**src/rtl/beat_sequencer.sv**
```systemverilog
// beat_sequencer: tempo-driven melody table player with articulation gap; `BEAT_SEQ_LOOP_EN repeats the song until stop
module beat_sequencer #(
  parameter int AW       = 6,
  parameter int TONE_W   = 32,
  parameter int BEAT_DIV = 25000000,
  parameter int GAP_CYC  = 2500000
) (
  input  logic              clk,
  input  logic              rst_n,
  input  logic              start,
  input  logic              stop,
  input  logic [AW-1:0]     last,
  input  logic              wr_en,
  input  logic [AW-1:0]     wr_addr,
  input  logic [TONE_W-1:0] wr_tone,
  output logic [AW-1:0]     beatnum,
  output logic [TONE_W-1:0] tone,
  output logic              tone_en,
  output logic              busy,
  output logic              done
);
  localparam int CW = $clog2(BEAT_DIV);
  localparam logic [CW-1:0] CNT_MAX = CW'(BEAT_DIV - 1);
  localparam logic [CW:0] ON_CYC = (CW + 1)'(BEAT_DIV - GAP_CYC);
  typedef enum logic {IDLE, PLAY} state_t;
  state_t state, state_n;
  logic [TONE_W-1:0] mem [2**AW];
  logic [CW-1:0] cnt, cnt_n;
  logic [AW-1:0] last_q, last_n, beat_n;
  logic [TONE_W-1:0] tone_n;
  logic done_n;
  always_ff @(posedge clk)
    if (wr_en) mem[wr_addr] <= wr_tone;
  always_ff @(posedge clk or negedge rst_n)
    if (!rst_n) begin
      state   <= IDLE;
      cnt     <= '0;
      beatnum <= '0;
      tone    <= '0;
      done    <= 1'b0;
      last_q  <= '0;
    end else begin
      state   <= state_n;
      cnt     <= cnt_n;
      beatnum <= beat_n;
      tone    <= tone_n;
      done    <= done_n;
      last_q  <= last_n;
    end
  always_comb begin
    state_n = state;
    cnt_n   = cnt;
    beat_n  = beatnum;
    tone_n  = tone;
    done_n  = 1'b0;
    last_n  = last_q;
    if (state == IDLE) begin
      if (start && !stop) begin
        state_n = PLAY;
        last_n  = last;
        beat_n  = '0;
        cnt_n   = '0;
        tone_n  = mem[0];
      end
    end else if (stop) begin
      state_n = IDLE;
      cnt_n   = '0;
      beat_n  = '0;
      tone_n  = '0;
    end else if (cnt == CNT_MAX) begin
      cnt_n = '0;
      if (beatnum < last_q) begin
        beat_n = beatnum + AW'(1);
        tone_n = mem[beatnum + AW'(1)];
      end else begin
        done_n = 1'b1;
        beat_n = '0;
`ifdef BEAT_SEQ_LOOP_EN
        tone_n = mem[0];
`else
        state_n = IDLE;
        tone_n  = '0;
`endif
      end
    end else begin
      cnt_n = cnt + CW'(1);
    end
  end
  // speaker gating comes purely from registers, so inputs never reach the pin combinationally
  assign busy    = state == PLAY;
  assign tone_en = busy && tone != '0 && {1'b0, cnt} < ON_CYC;
endmodule

```
**config.mk**
```make
export PLATFORM = sky130hd
export DESIGN_NAME = beat_sequencer
export DESIGN_NICKNAME = d
export VERILOG_FILES = /design/src/rtl/beat_sequencer.sv
export SDC_FILE = /design/constraint.sdc
export NUM_CORES = 2
export LEC_CHECK = 0
export CAP_MARGIN = 40
export CORE_MARGIN = 10
export CORE_UTILIZATION = 59
export CTS_CLUSTER_DIAMETER = 60
export CTS_CLUSTER_SIZE = 25
export DETAILED_ROUTE_END_ITERATION = 7
export PLACE_DENSITY_LB_ADDON = 0.3
export SYNTH_ARGS = -nofsm -noshare
export SYNTH_HDL_FRONTEND = slang
export SYNTH_SLANG_ARGS = --single-unit
```
**constraint.sdc**
```tcl
create_clock -name clk -period 4.1 [get_ports clk]
set_clock_uncertainty 0.05 [all_clocks]
set_input_delay 1.23 -clock clk [delete_from_list [all_inputs] [get_ports clk]]
set_output_delay 1.23 -clock clk [all_outputs]
set_load 0.03 [all_outputs]
```
# Word level (Yosys, flattened, before mapping)
# Memories as Yosys holds them, arrays and structs flattened.
# Index checks and enable logic that the tools add are counted.
[classes]
addsub = 2
n_lt_le_gt_ge = 2
eq_ne = 2
n_mux = 25
bitwise = 1
n_reduce_logical = 8
[ops]
columns = ["cell", "n"]
rows = [
  ["$mux 32", 5],
  ["$mux 25", 4],
  ["$reduce_bool 32->1", 1],
  ["$mux 6", 5],
  ["$add 25x1->25 const B", 1],
  ["$eq 25x25->1 const B", 1],
  ["$lt 25x25->1 const B", 1],
  ["$mux 1", 11],
  ["$add 6x1->6 const B", 1],
  ["$lt 6x6->1", 1],
  ["$reduce_and 2->1", 2],
  ["$logic_and 1x1->1", 3],
  ["$ne 3x2->1 const B", 1],
  ["$reduce_bool 2->1", 1],
  ["$logic_not 1->1", 1],
  ["$not 1->1", 1],
]
[word_totals]
reg_bits = 71
ramBits = 2048
inputBits = 49
output_inout_bits = 41
wordCells = 47
memories = 1
[mem_list]
columns = ["memory", "depth", "word_bits", "rd", "rd_ports_with_merged_regs", "wr", "line", "text"]
rows = [
  ["mem", 64, 32, 2, 0, 1, "27", "logic [TONE_W-1:0] mem [2**AW];"],
]

# Depth between registers and ports, before layout
# An unclocked memory read counts as a cell.
[depth]
ltp_word = 6
depth_mapped = 10
ltp_nobuf = 8

# Worst setup path before layout
# No wires, ideal clock.
[synth_timing]
kind = "input to register"
startpoint = "input port wr_addr[5]"
endpoint = "memory mem[8][0] (enable)"
arrival_time_ps = 4138
path_slack_ps = -549
path_stages = 4
path_buffers = 1
cell_sequence = "clkbuf_1 -> nand3b_1 -> or3_1 -> nor3_1"
[synth_lines]
columns = ["item", "line", "text"]
rows = [
  ["start: declaration", "14", "input logic [AW-1:0] wr_addr,"],
  ["end: declaration", "27", ""],
]
# Straight into the memory's write port.

# Final worst setup path
[layout_timing]
startpoint = "register tone[16]"
endpoint = "output port tone_en"
[layout_between]
elab_chain_cells = 3
[layout_rtl]
columns = ["item", "line", "text"]
rows = [
  ["start: declaration", "17", "output logic [TONE_W-1:0] tone,"],
  ["start signal: assignment", "46", "tone <= tone_n;"],
  ["$reduce_bool 32->1", "91", "assign tone_en = busy && tone != '0 && {1'b0, cnt} < ON_CYC;"],
  ["$logic_and 1x1->1 (2 in a row)", "91", ""],
  ["end: declaration", "18", "output logic tone_en,"],
]
# No other way between the ends.

==> reports/metrics.yaml <==
power:
  ir_drop_mv: 0.554
  p_leak_uw: 0.0279
  pwr_density_cell_nw_per_um2: 582
worst_setup_path:
  crit_start: "tone[16]"
  timing.critical_path.cells: "nor4_1, nand4_1, o221ai_2, nor2_1, dlygate4sd2_1"
  arrival_ns: 2.71
  worstPathRequired_ns: 2.82
  start_kind: "flop"
  rr_endpoint: "tone[15]"
  rrSetupSlack_ns: 0.47
  crit-reg2reg-launch: "cnt[15]"
  cpPeakStageDelay_ns: 0.41
  crit_fanout: 3
  critPathCaptureType: "output pin"
  crit_path_end: "tone_en"
  crit_slowest_cell: "dfrtp_1"
  reg2reg_depth: 6
  crit_type: "flop to output pin"
synth:
  synth_most_common_cell: "edfxtp_1"
  netlist_area_um2: 81900
  synthTopCellsByCount: "edfxtp_1, mux4_2, nand2_1"
  yosys_warnings: 0
  ys_seq_elements: 2119
  synth_edf_count: 2048
  synth-seq-area-share_pct: 77.2
  async_flop_share_pct: 3.35
  synth_ff_type: "edfxtp_1"
  ys_top_cells_by_area: "edfxtp_1, mux4_2, dfrtp_1"
  synth.top_cell.area_share_pct: 75.1
  synth_nets: 3909
  synthCells: 3853
  synthDistinctLibCells: 54
  yosys.area.top_type: "edfxtp_1"
  avgSynthCellArea_um2: 21.3
layout:
  layout.nets: 4149
  layout-drive-gt1-share_pct: 26.6
  instances_no_fill: 5988
  nFillCells: 8440
  area_growth_pct: 12.0
clock_network:
  cts_hold_buffers: 0
  numCtsBuffers: 132
  cts_root_buf: "clkbuf_16"
  cts_tree: "built"
  clk_latency_ns: 0.80
  clockBufferDepth: 3
  clkTransAtPathRegs_ns: 0.09
  numClockSinks: 2119
  post_cts_buffers: 0
  htreeDepth: 4
min_path:
  hold_class: "input pin to asynchronous set/reset pin"
global_routing:
  grt_pass1_wl_um: 301000
  grt_use_total_pct: 27.6
  antenna_found_initial: 16
  overflow: 0
  grt_max_degree: 97
  first_global_vias: 40500
detailed_routing:
  via_count: 41100
  wirelength_um: 210000
  dr.first_iter.drc_count: 5798
  first_pass_iters: 6
  antenna_left: 0
  vias_per_cell: 6.87
  wl_per_cell_um: 35.0
  route.detailed.drc: 0
die:
  pin_count: 90
  die_x_um: 393
  dieArea_um2: 154000
  die_h_um: 393
  core_um2: 138000
  start_util_pct: 59.5
  row_count: 136
placement:
  globalplace.congestion: 0.935
  port_buffers: 89
  dp.cells: 5752
  dp_hpwl_um: 129000
timing:
  finalCritPeriodShare_pct: 97.4
  slew_violations: 0
  finalCriticalPeriod_ns: 3.99
  slew_headroom_pct: 36.9
  worst_pin_slew_ns: 0.946
  fmax_mhz: 250
  rsz0062_at_grt: "false"
  final_hold_viol_count: 0
  finalSetupViolations: 0
  tns_ns: 0
outcome:
  status: "finished clean"
flow_run:
  max_cap_violations: 0
## critical path: cells and delay by family (launching register included)
family                 cells  cell delay (ns)
AO/OA/AOI/OAI              1             0.32
buffers and inverters      1             0.37
flip-flops                 1             0.41
AND/OR/NAND/NOR            3             0.83
## layout make-up
class	instances	area (µm²)	share of cell area, %
inverter	17	63.8	0.0695
timing repair buffer	320	3530	3.84
tap	1794	2240	2.45
clock buffer	142	3490	3.80
multi-input combinational	1503	18200	19.8
antenna	1	2.50	0.00273
sequential	2119	63300	69.0
clock inverter	92	965	1.05
## worst min-delay path by stage
| stage | startpoint | to | slack (ns) |
|---|---|---|---|
| floorplan | cnt[24] | cnt[24] | 0.41 |
| global placement | cnt[24] | cnt[24] | 0.43 |
| detailed placement | last_q[0] | last_q[0] | 0.45 |
| CTS | rst_n | beatnum[3] | 0.33 |
| global route | rst_n | beatnum[3] | 0.36 |
| finish | rst_n | beatnum[3] | 0.37 |
## flip-flops by register name, indices dropped and copies added, names as in the netlist
signal	cells
cnt	25
tone	32
busy	1
mem	2048
done	1
last_q	6
beatnum	6
## cell families (layout without fill, tap and decap cells)
kind of cell / after synthesis / in the layout / synth area share (%)
xor gates and xnor gates: 16 / 16 / 0.171
DFF: 2119 / 2119 / 77.2
AOI/OAI and AO/OA: 248 / 248 / 2.15
muxes: 607 / 607 / 15.7
adders and majority gates: 7 / 7 / 0.107
other: 0 / 1 / 0
buffers and inverters: 231 / 571 / 1.31
and+or+nand+nor: 625 / 625 / 3.35
## power by group
part	switching [µW]	total, µW	internal [µW]
Clock	7400	14300	6890
Combinational	8190	14800	6630
Sequential	261	24300	24100
## per-layer routing
layer | routed length, µm | global-route usage, % | share of wire (%) | up-vias
li1 | - | - | - | 16500
met1 | 77100 | 38.9 | 37 | 21700
met2 | 100000 | 42.6 | 48 | 2548
met3 | 23100 | 6.12 | 11 | 383
met4 | 9310 | 10.7 | 4.4 | 18
met5 | 121 | 0 | 0.058 | -
## metrics by stage
stage                     hold WS, ns  total power [µW]  util (%)  setup WS (ns)  area [µm²]
after floorplan                 0.409             34400         -          0.322       81900
after global placement          0.428             39400      63.3          0.246       87200
after detailed placement        0.449             39500      63.4          0.271       87300
after CTS                       0.326             53600      66.6         0.0514       91700
after global routing            0.364             55100      66.7        0.00790       91800
final                           0.372             53400      66.7          0.107       91800
## cells in the final DEF (no fill, tap or decap), types with 42 or more instances in the layout
cell type,n
a32oi_1,60
clkbuf_16,139
dfrtp_1,69
mux4_2,540
buf_12,83
clkdlybuf4s50_1,55
nor2_1,63
nor2_4,61
nand3_1,86
o21ai_0,50
edfxtp_1,2048
a31oi_1,42
buf_4,151
mux2i_1,61
nand2_1,310
## timing repair
item                                    CTS  global route
pin swaps                                 1             1
endpoints found under the setup margin    1             1
gates resized for setup                   2             1
(Power assumes the default switching activity.)
